<file path="src/rtl/pulse_sync_pkg.sv">
// Shared types and helpers for the multi-channel pulse synchronizer.
package pulse_sync_pkg;

    typedef enum logic [1:0] {
        EDGE_OFF  = 2'b00,
        EDGE_RISE = 2'b01,
        EDGE_FALL = 2'b10,
        EDGE_BOTH = 2'b11
    } edge_mode_e;

    // Stable-cycle counter width; never narrower than one bit.
    function automatic int unsigned fcnt_width(int unsigned filt_cyc);
        int unsigned w;
        w = $clog2(filt_cyc + 1);
        return (w < 1) ? 1 : w;
    endfunction

endpackage

</file>
<file path="src/rtl/pulse_sync_multi_if.sv">
// Bundle of the per-channel level inputs, controls and event outputs.
interface pulse_sync_multi_if #(
    parameter int unsigned NUM_CH = 4,
    parameter int unsigned CNT_W  = 8
);
    logic [NUM_CH-1:0]       async_in;
    logic [2*NUM_CH-1:0]     edge_mode;
    logic [NUM_CH-1:0]       cnt_clr;
    logic [NUM_CH-1:0]       pulse_out;
    logic [NUM_CH-1:0]       level_out;
    logic [NUM_CH*CNT_W-1:0] evt_cnt;
    logic [NUM_CH-1:0]       cnt_sat;

    modport master (
        output async_in, edge_mode, cnt_clr,
        input  pulse_out, level_out, evt_cnt, cnt_sat
    );

    modport slave (
        input  async_in, edge_mode, cnt_clr,
        output pulse_out, level_out, evt_cnt, cnt_sat
    );
endinterface

</file>
<file path="src/rtl/pulse_sync_ch.sv">
// One channel: synchronizer chain, stability filter, edge qualifier and saturating counter.
module pulse_sync_ch
    import pulse_sync_pkg::*;
#(
    parameter int unsigned SYNC_STAGES = 2,
    parameter int unsigned FILT_CYC    = 0,
    parameter int unsigned CNT_W       = 8
) (
    input  logic             rd_clk,
    input  logic             rd_reset,
    input  logic             async_in,
    input  logic [1:0]       edge_mode,
    input  logic             cnt_clr,
    output logic             pulse_out,
    output logic             level_out,
    output logic [CNT_W-1:0] evt_cnt,
    output logic             cnt_sat
);

    localparam int unsigned    FcntW   = fcnt_width(FILT_CYC);
    localparam logic [FcntW-1:0] FiltMax = FcntW'(FILT_CYC);

    logic [SYNC_STAGES-1:0] sync_q;
    logic                   syn;
    logic                   filt_q, filt_d;
    logic [FcntW-1:0]       fcnt_q, fcnt_d;
    logic                   upd, ev;
    logic                   rise_en, fall_en;
    logic                   pulse_q;
    logic [CNT_W-1:0]       cnt_q, cnt_d;
    edge_mode_e             mode;

    assign syn  = sync_q[SYNC_STAGES-1];
    assign mode = edge_mode_e'(edge_mode);

    // A change is accepted only after FILT_CYC extra cycles of disagreement.
    always_comb begin
        fcnt_d = '0;
        filt_d = filt_q;
        upd    = 1'b0;
        if (syn != filt_q) begin
            if (fcnt_q == FiltMax) begin
                upd    = 1'b1;
                filt_d = syn;
            end else begin
                fcnt_d = fcnt_q + FcntW'(1);
            end
        end
    end

    assign rise_en = (mode == EDGE_RISE) || (mode == EDGE_BOTH);
    assign fall_en = (mode == EDGE_FALL) || (mode == EDGE_BOTH);
    assign ev      = upd & ((syn & rise_en) | (~syn & fall_en));

    always_comb begin
        cnt_d = cnt_q;
        if (cnt_clr) begin
            cnt_d = ev ? CNT_W'(1) : '0;
        end else if (ev && !cnt_sat) begin
            cnt_d = cnt_q + CNT_W'(1);
        end
    end

    always_ff @(posedge rd_clk or negedge rd_reset) begin
        if (!rd_reset) begin
            sync_q  <= '0;
            filt_q  <= 1'b0;
            fcnt_q  <= '0;
            pulse_q <= 1'b0;
            cnt_q   <= '0;
        end else begin
            sync_q  <= {sync_q[SYNC_STAGES-2:0], async_in};
            filt_q  <= filt_d;
            fcnt_q  <= fcnt_d;
            pulse_q <= ev;
            cnt_q   <= cnt_d;
        end
    end

    assign pulse_out = pulse_q;
    assign level_out = filt_q;
    assign evt_cnt   = cnt_q;
    assign cnt_sat   = &cnt_q;

endmodule

</file>
<file path="src/rtl/pulse_sync_multi.sv">
// NUM_CH independent pulse synchronizer channels sharing the rd_clk domain.
module pulse_sync_multi
    import pulse_sync_pkg::*;
#(
    parameter int unsigned NUM_CH      = 4,
    parameter int unsigned SYNC_STAGES = 2,
    parameter int unsigned FILT_CYC    = 0,
    parameter int unsigned CNT_W       = 8
) (
    input  logic               rd_clk,
    input  logic               rd_reset,
    pulse_sync_multi_if.slave  bus
);

    for (genvar i = 0; i < NUM_CH; i++) begin : g_ch
        pulse_sync_ch #(
            .SYNC_STAGES (SYNC_STAGES),
            .FILT_CYC    (FILT_CYC),
            .CNT_W       (CNT_W)
        ) u_ch (
            .rd_clk    (rd_clk),
            .rd_reset  (rd_reset),
            .async_in  (bus.async_in[i]),
            .edge_mode (bus.edge_mode[2*i +: 2]),
            .cnt_clr   (bus.cnt_clr[i]),
            .pulse_out (bus.pulse_out[i]),
            .level_out (bus.level_out[i]),
            .evt_cnt   (bus.evt_cnt[CNT_W*i +: CNT_W]),
            .cnt_sat   (bus.cnt_sat[i])
        );
    end

endmodule

</file>
<file path="src/flat_wrapper.sv">
// flat-port wrapper written by rule: the top's interface ports become plain ports
module pulse_sync_multi_flat import pulse_sync_pkg::*;
#(
    parameter int unsigned NUM_CH      = 4,
    parameter int unsigned SYNC_STAGES = 2,
    parameter int unsigned FILT_CYC    = 0,
    parameter int unsigned CNT_W       = 8
)
  (rd_clk, rd_reset, bus_async_in, bus_edge_mode, bus_cnt_clr, bus_pulse_out, bus_level_out, bus_evt_cnt, bus_cnt_sat);
  pulse_sync_multi_if #(.NUM_CH(NUM_CH), .CNT_W(CNT_W)) bus_i ();
  input  logic rd_clk;
  input  logic rd_reset;
  input wire logic [$bits(bus_i.async_in)-1:0] bus_async_in;
  input wire logic [$bits(bus_i.edge_mode)-1:0] bus_edge_mode;
  input wire logic [$bits(bus_i.cnt_clr)-1:0] bus_cnt_clr;
  output wire logic [$bits(bus_i.pulse_out)-1:0] bus_pulse_out;
  output wire logic [$bits(bus_i.level_out)-1:0] bus_level_out;
  output wire logic [$bits(bus_i.evt_cnt)-1:0] bus_evt_cnt;
  output wire logic [$bits(bus_i.cnt_sat)-1:0] bus_cnt_sat;
  assign bus_i.async_in = bus_async_in;
  assign bus_i.edge_mode = bus_edge_mode;
  assign bus_i.cnt_clr = bus_cnt_clr;
  assign bus_pulse_out = bus_i.pulse_out;
  assign bus_level_out = bus_i.level_out;
  assign bus_evt_cnt = bus_i.evt_cnt;
  assign bus_cnt_sat = bus_i.cnt_sat;
  pulse_sync_multi #(.NUM_CH(NUM_CH), .SYNC_STAGES(SYNC_STAGES), .FILT_CYC(FILT_CYC), .CNT_W(CNT_W)) u_core (.rd_clk(rd_clk), .rd_reset(rd_reset), .bus(bus_i));
endmodule
</file>
<file path="config.mk">
export PLATFORM = sky130hd
export DESIGN_NAME = pulse_sync_multi_flat
export DESIGN_NICKNAME = d
export VERILOG_FILES = /design/src/rtl/pulse_sync_pkg.sv /design/src/rtl/pulse_sync_multi_if.sv /design/src/rtl/pulse_sync_ch.sv /design/src/rtl/pulse_sync_multi.sv /design/src/flat_wrapper.sv
export SDC_FILE = /design/constraint.sdc
export NUM_CORES = 1
export LEC_CHECK = 0
export CAP_MARGIN = 20
export CORE_ASPECT_RATIO = 1.4
export CORE_MARGIN = 8
export CORE_UTILIZATION = 49
export DETAILED_ROUTE_END_ITERATION = 8
export PLACE_DENSITY = 0.8
export SLEW_MARGIN = 20
export SYNTH_ARGS = -nofsm -noshare
export SYNTH_HDL_FRONTEND = slang
export SYNTH_SLANG_ARGS = --single-unit
</file>
<file path="constraint.sdc">
create_clock -name rd_clk -period 2.1 [get_ports rd_clk]
set_clock_uncertainty 0.05 [all_clocks]
set_input_delay 0.42 -clock rd_clk [delete_from_list [all_inputs] [get_ports rd_clk]]
set_output_delay 0.42 -clock rd_clk [all_outputs]
set_load 0.05 [all_outputs]
</file>
==> metrics, run 1 <==
H-tree lvl count 2; Critical Path Source Type register; sequential fraction of the synthesis area 49.7%; Initial Util 50.3%; Worst path max stage delay 840 ps; Final Cell Area 3170 um2; total CTS buffers 5; die area 7470 um2; DRT iter0 DRCs 110; DP Area 3040 um2; maximum VDD drop 0.000542 V; CP Class reg -> out; postcts setup bufs 0; final wirelength 5340 um; Synth Warn # 0; Tcrit/Tclk final 97.7%; DR pass1 iterations 4; Gate Count Post-Synth 231; Power Density 615 nW/um2; CP max stage cell clkdlybuf4s50_1; vias in the first global route 2025; Netlist Area Pre-Place 2420 um2; largest net degree at the start of global routing 30; Yosys cell types 43; CP arrival 1580 ps; Final #Nets 303; initial antenna violation count 0; final setup TNS 0 ps; Post-Syn Nets 253; most frequent cells in the layout dfrtp_1 (46), clkdlybuf4s50_1 (45), a21oi_1 (20), nand2_1 (17), nor2_1 (14); Slew Limit Headroom 65.6%; detailed placement HPWL 3940 um; gr usage total 15.3%; Clock Tree Buf Depth 2; die span in x 75.3 um; average wire per standard cell 15.4 um; Fillers 429; clk sinks 48; port bufs 61; Antenna Cells 0; CP Max Fanout 6; Slew Limit Fails 0; WP buf/inv 1; Vias/cell 5.64; post-route antenna net violation count 0; max frequency 488 MHz; Avg Cell Area, Syn 10.5 um2; most common cell after layout, fill and taps aside dfrtp_1; Final min period 2050 ps; Die Ht 99.1 um; clock root cell clkbuf_8; max-cap violations 0; Seq cells post-synth 48; TritonCTS clock tree done; row count 30; clock slew at reported path FFs 90 ps; I/O pins 62; Clk Latency, worst-skew pair 290 ps; Placeable Area 4800 um2; Data required, critical path 1630 ps; status finished clean; hold buffers post-CTS 0; Setup Viol. Count Final 0; RePlAce Congestion 0.863; Worst Max-Slew Pin Slew 514 ps; Leak 1.40 nW; first-pass GRT wire length 9270 um; area grow syn2layout 31.3%; crit-path leading delay family buffers and inverters; share of cells above drive strength 1 12.8%; RSZ-0062 raised after global routing true; via count 1952; CP Capture Type primary output; CP Cell Sequence clkdlybuf4s50_1; grt ovf 0; Hold Violations, Final 0; Worst Hold Class in -> async; DRC Markers 0; overall power 1.95 mW
-- final timing paths --
kind | start | end | slack, ps | depth (start not counted)
worst max-delay path | u_core.g_ch[2].u_ch.evt_cnt[5] | bus_evt_cnt[21] | 50 | 1
worst min register to register | u_core.g_ch[0].u_ch.sync_q[0] | u_core.g_ch[0].u_ch.sync_q[1] | 300 | 0
max in group asynchronous | rd_reset | u_core.g_ch[1].u_ch.evt_cnt[0] | 1450 | 2
min in group rd_clk | u_core.g_ch[0].u_ch.sync_q[0] | u_core.g_ch[0].u_ch.sync_q[1] | 300 | 0
worst max register to register | u_core.g_ch[2].u_ch.evt_cnt[0] | u_core.g_ch[2].u_ch.evt_cnt[5] | 230 | 5
worst min-delay path | rd_reset | u_core.g_ch[1].u_ch.evt_cnt[7] | 20 | 1
-- synthesized netlist by cell type (all sizes together) --
| cell | number | share of area (%) |
|---|---|---|
| dfrtp | 48 | 50 |
| mux2 | 2 | 0.93 |
| nand3 | 10 | 2.1 |
| nor3b | 1 | 0.31 |
| o21ai | 9 | 1.9 |
| o311ai | 1 | 0.36 |
| o2bb2ai | 3 | 2.1 |
| nor2b | 6 | 1.6 |
| nand4 | 6 | 1.6 |
| nor3 | 10 | 2.3 |
| or3 | 6 | 1.6 |
| a21oi | 20 | 4.1 |
| a211oi | 3 | 0.93 |
| ha | 4 | 2.1 |
| nor4 | 3 | 0.78 |
| mux2i | 4 | 1.7 |
| or4 | 6 | 1.9 |
| clkbuf | 5 | 0.78 |
| nand2 | 17 | 2.6 |
| o21a | 1 | 0.31 |
| o211a | 1 | 0.41 |
| or4b | 1 | 0.41 |
| o31ai | 6 | 1.9 |
| a31oi | 2 | 0.52 |
| nor2 | 16 | 2.5 |
| buf | 16 | 4.4 |
| a311oi | 1 | 0.36 |
| and4b | 1 | 0.41 |
| and3b | 3 | 1.1 |
| nand3b | 9 | 5.9 |
| a41oi | 2 | 0.73 |
| inv | 5 | 0.78 |
| o2111a | 1 | 0.47 |
| o41ai | 1 | 0.36 |
| o211ai | 1 | 0.31 |
-- cell type report --
| cell class | count | area, um2 | area share (%) |
|---|---|---|---|
| inverters | 5 | 18.8 | 0.591 |
| flip-flops and latches | 48 | 1200 | 37.9 |
| clock inverters | 2 | 35.0 | 1.10 |
| clock buffers | 6 | 72.6 | 2.29 |
| well taps | 64 | 80.1 | 2.52 |
| repair buffers | 64 | 678 | 21.4 |
| multi-input cells | 157 | 1080 | 34.2 |
-- per-layer routing --
layer / GRT usage, % / wire length, um / share of wire [%] / up-vias
met3: 4.07 / 346 / 6.5 / 8
met1: 18.8 / 2180 / 41 / 934
li1: - / - / - / 940
met4: 4.90 / 74 / 1.4 / 0
met5: 0 / 0 / 0 / -
met2: 24.9 / 2740 / 51 / 70
-- cells by family (layout without fill, tap and decap cells) --
kind of cell	after synthesis	after routing	synth area share, %
adder cells (fa/ha/maj)	4	4	2.07
buffers and inverters	26	77	5.96
AO/OA/AOI/OAI	52	52	14.8
multiplexers	6	6	2.59
flip-flops	48	48	49.7
AND/OR/NAND/NOR	95	95	24.9
-- flip-flops by register name, summed over array words and instances (netlist names) --
name,flops
u_core.g_ch.u_ch.evt_cnt,32
u_core.g_ch.u_ch.pulse_out,4
u_core.g_ch.u_ch.sync_q,8
u_core.g_ch.u_ch.level_out,4
-- power breakdown --
| part | switching, mW | leakage (nW) | internal [mW] |
|---|---|---|---|
| clock network | 0.303 | 0.0552 | 0.354 |
| logic | 0.184 | 0.711 | 0.116 |
| registers | 0.0357 | 0.629 | 0.958 |
-- through the flow --
| stage | hold WS (ps) | std cells | utilization, % | worst slack [ps] |
|---|---|---|---|---|
| floorplan | 74.4 | 231 | - | 65.2 |
| global placement | 283 | 338 | 63.2 | 80.2 |
| detailed placement | 285 | 338 | 63.2 | 29.8 |
| CTS | 31.0 | 346 | 65.6 | 20.5 |
| global route | 43.0 | 346 | 66.0 | -23.7 |
| finish | 24.8 | 346 | 66.0 | 49.1 |
-- timing repair --
action | in CTS | in global routing
gates resized for setup | 2 | 9
pin swaps | 0 | 0
hold endpoints to repair | 0 | 0
setup endpoints to repair | 1 | 8
(Power assumes the default switching activity.)
==> run 2: changes to the inputs <==
--- a/config.mk
+++ b/config.mk
@@ -5,12 +5,13 @@
 export SDC_FILE = /design/constraint.sdc
 export NUM_CORES = 1
 export LEC_CHECK = 0
-export CAP_MARGIN = 20
+export CAP_MARGIN = 30
 export CORE_ASPECT_RATIO = 1.4
 export CORE_MARGIN = 8
 export CORE_UTILIZATION = 49
 export DETAILED_ROUTE_END_ITERATION = 8
 export PLACE_DENSITY = 0.8
+export SETUP_SLACK_MARGIN = 0.05
 export SLEW_MARGIN = 20
 export SYNTH_ARGS = -nofsm -noshare
 export SYNTH_HDL_FRONTEND = slang
==> run 2 against run 1 <==
- combinational power hardly changed
- non-clock buffer count is 1 higher
- setup slack better by 55 ps
- largest power group unchanged
- die area stayed put
- largest cell class unchanged
==> metrics, run 2 (same netlist as run 1, synthesis figures left out) <==
status finished clean; DR pass1 iterations 4 (unchanged); RSZ-0062 raised after global routing true; Reg power frac 51.1% (+0.2 points); wire length on met2 2850 um (+4.1%); CP Max Fanout 4 (-2); post-route antenna net violation count 0 (unchanged); Slew Limit Headroom 65.6% (about the same); DRT iter0 DRCs 118 (+7.3%); DP Area 3040 um2 (unchanged); Worst Max-Slew Pin Slew 516 ps (+1.12 ps); max-cap violations 0 (unchanged); largest net degree at the start of global routing 30 (unchanged); Tcrit/Tclk final 95.0% (-2.6 points); R2R setup slack 280 ps (+50 ps); Final #Nets 304 (+0.33%); first-pass GRT wire length 9300 um (+0.30%); I/O pins 62 (unchanged); worst-case reg-to-reg path depth 5 (unchanged); WP buf/inv 1 (unchanged); clk sinks 48 (unchanged); clock slew at reported path FFs 90 ps (about the same); top sig layer met4; crit-path leading delay family buffers and inverters; die area 7470 um2 (unchanged); Critical path origin u_core.g_ch[2].u_ch.evt_cnt[7]; Setup Viol. Count Final 0 (unchanged); Worst path max stage delay 830 ps (about the same); final wirelength 5460 um (+2.4%); overall power 1.95 mW (-0.11%); Setup crit end bus_evt_cnt[23]; maximum VDD drop 0.000540 V (-0.25%); Power Density 606 nW/um2 (-1.5%); Routed met1 length 2260 um (+3.5%); DRC Markers 0 (unchanged); Placeable Area 4800 um2 (unchanged); max frequency 501 MHz (+2.8%); NetSw 0.522 mW (-0.15%); row count 30 (unchanged); hold slack final 25.4 ps (+0.524 ps); grt ovf 0 (unchanged); Antenna Cells 0 (unchanged); Worst R2R End u_core.g_ch[2].u_ch.evt_cnt[5]; share of cells above drive strength 1 14.1% (+1.4 points); die span in x 75.3 um (unchanged); Clk Latency, worst-skew pair 290 ps (about the same); H-tree lvl count 2 (unchanged); Data required, critical path 1630 ps (about the same); TritonCTS clock tree done; port bufs 61 (unchanged); Leak 1.59 nW (+14%); CP Depth 1 (unchanged); r2r startpoint u_core.g_ch[2].u_ch.evt_cnt[0]; via count 1957 (+0.26%); Final min period 2000 ps (-55.1 ps); Die Ht 99.1 um (unchanged); Comb pwr share 15.4% (about the same); initial antenna violation count 0 (unchanged); max reg flops 32 (unchanged); Vias/cell 5.64 (about the same); CP max stage cell clkdlybuf4s50_1; total CTS buffers 5 (unchanged); gr usage total 15.4% (+0.041 points); Final Util 67.0% (+0.91 points); area grow syn2layout 33.1%; Clock Tree Buf Depth 2 (unchanged); CP arrival 1530 ps (-50 ps); most common cell after layout, fill and taps aside dfrtp_1; Critical Path Source Type register; internal power 1.43 mW (-0.10%); most frequent cells in the layout dfrtp_1 (46), clkdlybuf4s50_1 (28), a21oi_1 (20), nand2_1 (17), dlymetal6s2s_1 (14); CP Cell Sequence clkdlybuf4s50_1; clock network fraction of total power 33.5% (-0.2 points); RePlAce Congestion 0.863 (unchanged); final setup TNS 0 ps (unchanged); Hold Violations, Final 0 (unchanged); Worst Hold Class in -> async; Slew Limit Fails 0 (unchanged); met3 wire len 304 um (-12%); sw frac 26.8% (about the same); clock root cell clkbuf_8; detailed placement HPWL 3940 um (unchanged); vias in the first global route 2031 (+0.30%); CP Capture Type primary output; Initial Util 50.3% (unchanged); average wire per standard cell 15.7 um (+2.1%); Final Cell Area 3220 um2 (+1.4%); CP Class reg -> out
run 2: cell count changes in the layout (fill, tap and decap cells not counted), sizes merged:
cell           before  now
buf                14   15
dlygate4sd2         0    8
clkdlybuf4s50      45   28
dlymetal6s2s        5   14
run 2: layout make-up:
class,count,area [um2]
flip-flops and latches,48,1200
inverters,5,18.8
fillers,419,1590
repair buffers,65,698
clock buffers,6,72.6
clock inverters,2,35.0
well taps,64,80.1
multi-input cells,157,1110
run 2: worst register-to-register path: stages (launching register included):
cell	delay, ps
dfrtp_1	430
ha_1	230
nand3_1	210
o2bb2ai_2	150
or4_1	520
a21oi_1	160
run 2: how the worst min path moves through the flow:
stage | from | end
global route | rd_reset | u_core.g_ch[1].u_ch.evt_cnt[7]
detailed placement | u_core.g_ch[0].u_ch.sync_q[0] | u_core.g_ch[0].u_ch.sync_q[1]
floorplan | rd_reset | u_core.g_ch[0].u_ch.evt_cnt[0]
global placement | u_core.g_ch[1].u_ch.sync_q[0] | u_core.g_ch[1].u_ch.sync_q[1]
finish | rd_reset | u_core.g_ch[1].u_ch.evt_cnt[7]
CTS | rd_reset | u_core.g_ch[1].u_ch.evt_cnt[6]
run 2: repair_timing:
action                                  in CTS  in global routing
hold buffers                                 0                  0
endpoints found under the setup margin      10                 19
pin swaps                                    0                  2
resized for setup                           11                 21
setup buffers                                0                  1
run 2: power groups by stage:
stage	sequential (mW)	clock (mW)	combinational, mW
4_1_cts	0.994	0.680	0.303
2_1_floorplan	1.06	0	0.132
3_5_place_dp	1.01	0	0.305
6_report	0.996	0.653	0.300
3_3_place_gp	1.01	0	0.299
5_1_grt	1.00	0.706	0.324
run 2: through the flow:
step                      cells  setup slack [ps]
after global placement      338              80.2
after detailed placement    338              29.8
after floorplan             231              65.2
after CTS                   346              21.2
after global routing        347              14.1
final                       347               104
run 2: metal layers:
metal	vias up	GRT usage [%]
met3	6	4.07
met4	0	4.90
li1	941	-
met5	-	0
met2	51	25.1
met1	959	18.8
==> run 3: changes to the inputs <==
--- a/config.mk
+++ b/config.mk
@@ -10,8 +10,8 @@
 export CORE_MARGIN = 8
 export CORE_UTILIZATION = 49
 export DETAILED_ROUTE_END_ITERATION = 8
+export GPL_TIMING_DRIVEN = 0
 export PLACE_DENSITY = 0.8
-export SETUP_SLACK_MARGIN = 0.05
 export SLEW_MARGIN = 20
 export SYNTH_ARGS = -nofsm -noshare
 export SYNTH_HDL_FRONTEND = slang
==> run 3 against run 2 <==
- global-route usage increased by 0.16 points
- worst hold slack improved by 19 ps
- sequential cell count unchanged
- sequential power about the same
- sequential share of layout area decreased by 0.80 points
- non-clock buffer count increased by 19
- cell area increased by 2.3%
- setup slack got worse by 42 ps
- combinational power increased by 6.7%
- first-iteration DRC count decreased by 16%
- die area unchanged
- largest cell class unchanged
==> metrics, run 3 (same netlist as run 1, synthesis figures left out) <==
detailed placement HPWL 4050 um (+2.8%); Clk Latency, worst-skew pair 290 ps (about the same); Data required, critical path 1630 ps (about the same); Slew Limit Headroom 64.6% (-0.96 points); port bufs 57 (-6.6%); Power Density 617 nW/um2 (+1.8%); first-pass GRT wire length 9340 um (+0.44%); crit-path leading delay family buffers and inverters; Clock Tree Buf Depth 2 (unchanged); internal power 1.51 mW (+5.7%); average wire per standard cell 15.2 um (-3.2%); NetSw 0.522 mW (about the same); grt ovf 0 (unchanged); clock network fraction of total power 35.1% (+1.6 points); via count 2017 (+3.1%); RePlAce Congestion 0.876 (+1.5%); die span in x 75.3 um (unchanged); Placement Setup Slack -436 ps (-466 ps); Setup Viol. Count Final 0 (unchanged); CP Capture Type primary output; hold buffers post-CTS 0 (unchanged); share of cells above drive strength 1 17.2% (+3.1 points); Worst Hold Class in -> async; DR pass1 iterations 4 (unchanged); post-route antenna net violation count 0 (unchanged); Inst Count DP 353 (+4.4%); max frequency 491 MHz (-2.0%); CP Max Fanout 6 (+2); Critical Path Source Type register; CP Cell Sequence clkdlybuf4s50_1; overall power 2.03 mW (+4.2%); CP Class reg -> out; clock root cell clkbuf_8; Hold Violations, Final 0 (unchanged); Die Ht 99.1 um (unchanged); initial antenna violation count 0 (unchanged); H-tree lvl count 2 (unchanged); Placeable Area 4800 um2 (unchanged); max-cap violations 0 (unchanged); Final Cell Area 3290 um2 (+2.3%); I/O pins 62 (unchanged); gr usage total 15.5% (+0.16 points); Comb pwr share 15.8% (+0.4 points); Slew Limit Fails 0 (unchanged); Tcrit/Tclk final 97.0% (+2.0 points); max reg flops 32 (unchanged); vias in the first global route 2145 (+5.6%); most frequent cells in the layout dfrtp_1 (45), clkdlybuf4s50_1 (39), a21oi_1 (20), buf_4 (20), nand2_1 (16); final setup TNS 0 ps (unchanged); row count 30 (unchanged); Reg power frac 49.1% (-2.0 points); setup slack after layout 62.5 ps (-41.7 ps); WP buf/inv 1 (unchanged); Final Util 68.5% (+1.5 points); DRT iter0 DRCs 99 (-16%); Vias/cell 5.51 (-2.3%); Antenna Cells 0 (unchanged); TritonCTS clock tree done; non-filler instance count after layout 366 (+5.5%); total CTS buffers 5 (unchanged); Initial Util 50.3% (unchanged); Final min period 2040 ps (+41.7 ps); final wirelength 5580 um (+2.1%); largest net degree at the start of global routing 29 (-3.3%); CP max stage cell clkdlybuf4s50_1; most common cell after layout, fill and taps aside dfrtp_1; Worst Max-Slew Pin Slew 530 ps (+14.3 ps); DRC Markers 0 (unchanged); Final #Nets 323 (+6.3%); area grow syn2layout 36.2%; DP Area 3080 um2 (+1.5%); hold slack final 44.3 ps (+19.0 ps); status finished clean; Leak 1.53 nW (-4.0%); RSZ-0062 raised after global routing false; clk sinks 48 (unchanged); maximum VDD drop 0.000560 V (+3.6%); clock slew at reported path FFs 90 ps (about the same); Worst path max stage delay 840 ps (about the same); sw frac 25.7% (-1.1 points); CP arrival 1570 ps (+40 ps); die area 7470 um2 (unchanged)
run 3: cell count changes in the layout (fill, tap and decap cells not counted), moves of 3 or more:
cell             before  now
buf_4                 9   20
clkdlybuf4s50_1      28   39
dlymetal6s2s_1       14    7
buf_12                5    1
clkbuf_1              1    5
buf_1                 0    3
run 3: area by class of cell:
cell class / count / area (um2)
Clock buffer: 7 / 96.3
Sequential cell: 48 / 1200
Tap cell: 64 / 80.1
Fill cell: 399 / 1510
Inverter: 5 / 18.8
Clock inverter: 1 / 30.0
Multi-Input combinational cell: 157 / 1110
Buffer: 21 / 125
Timing Repair Buffer: 63 / 623
run 3: metal layers:
metal / global-route usage (%) / vias to the layer above / wire length (um)
met1: 16.8 / 973 / 2300
met5: 0 / - / 0
li1: - / 979 / -
met3: 3.96 / 6 / 323
met2: 27.5 / 59 / 2900
met4: 5.65 / 0 / 61
run 3: worst paths after layout:
kind                            slack (ps)                        endpoint                      startpoint  cells after the start
worst max-delay path                    60                 bus_evt_cnt[21]  u_core.g_ch[2].u_ch.evt_cnt[5]                      1
worst min-delay path                    40  u_core.g_ch[0].u_ch.evt_cnt[2]                        rd_reset                      1
worst max register to register         350  u_core.g_ch[0].u_ch.evt_cnt[5]  u_core.g_ch[0].u_ch.evt_cnt[0]                      5
worst min register to register         300   u_core.g_ch[1].u_ch.sync_q[1]   u_core.g_ch[1].u_ch.sync_q[0]                      0
max in group asynchronous             1430  u_core.g_ch[1].u_ch.evt_cnt[0]                        rd_reset                      2
min in group rd_clk                    300   u_core.g_ch[1].u_ch.sync_q[1]   u_core.g_ch[1].u_ch.sync_q[0]                      0
run 3: timing repair:
item / in CTS / in global routing
gates resized for setup: 34 / 15
pin swaps: 0 / 2
setup endpoints to repair: 10 / 10
buffers inserted: 0 / 5
run 3: power groups by stage:
stage | Sequential, mW | Combinational (mW) | Clock (mW)
final | 0.997 | 0.320 | 0.713
after global routing | 1.00 | 0.347 | 0.766
after CTS | 0.997 | 0.316 | 0.739
after detailed placement | 1.01 | 0.315 | 0
after global placement | 1.01 | 0.306 | 0
after floorplan | 1.06 | 0.132 | 0
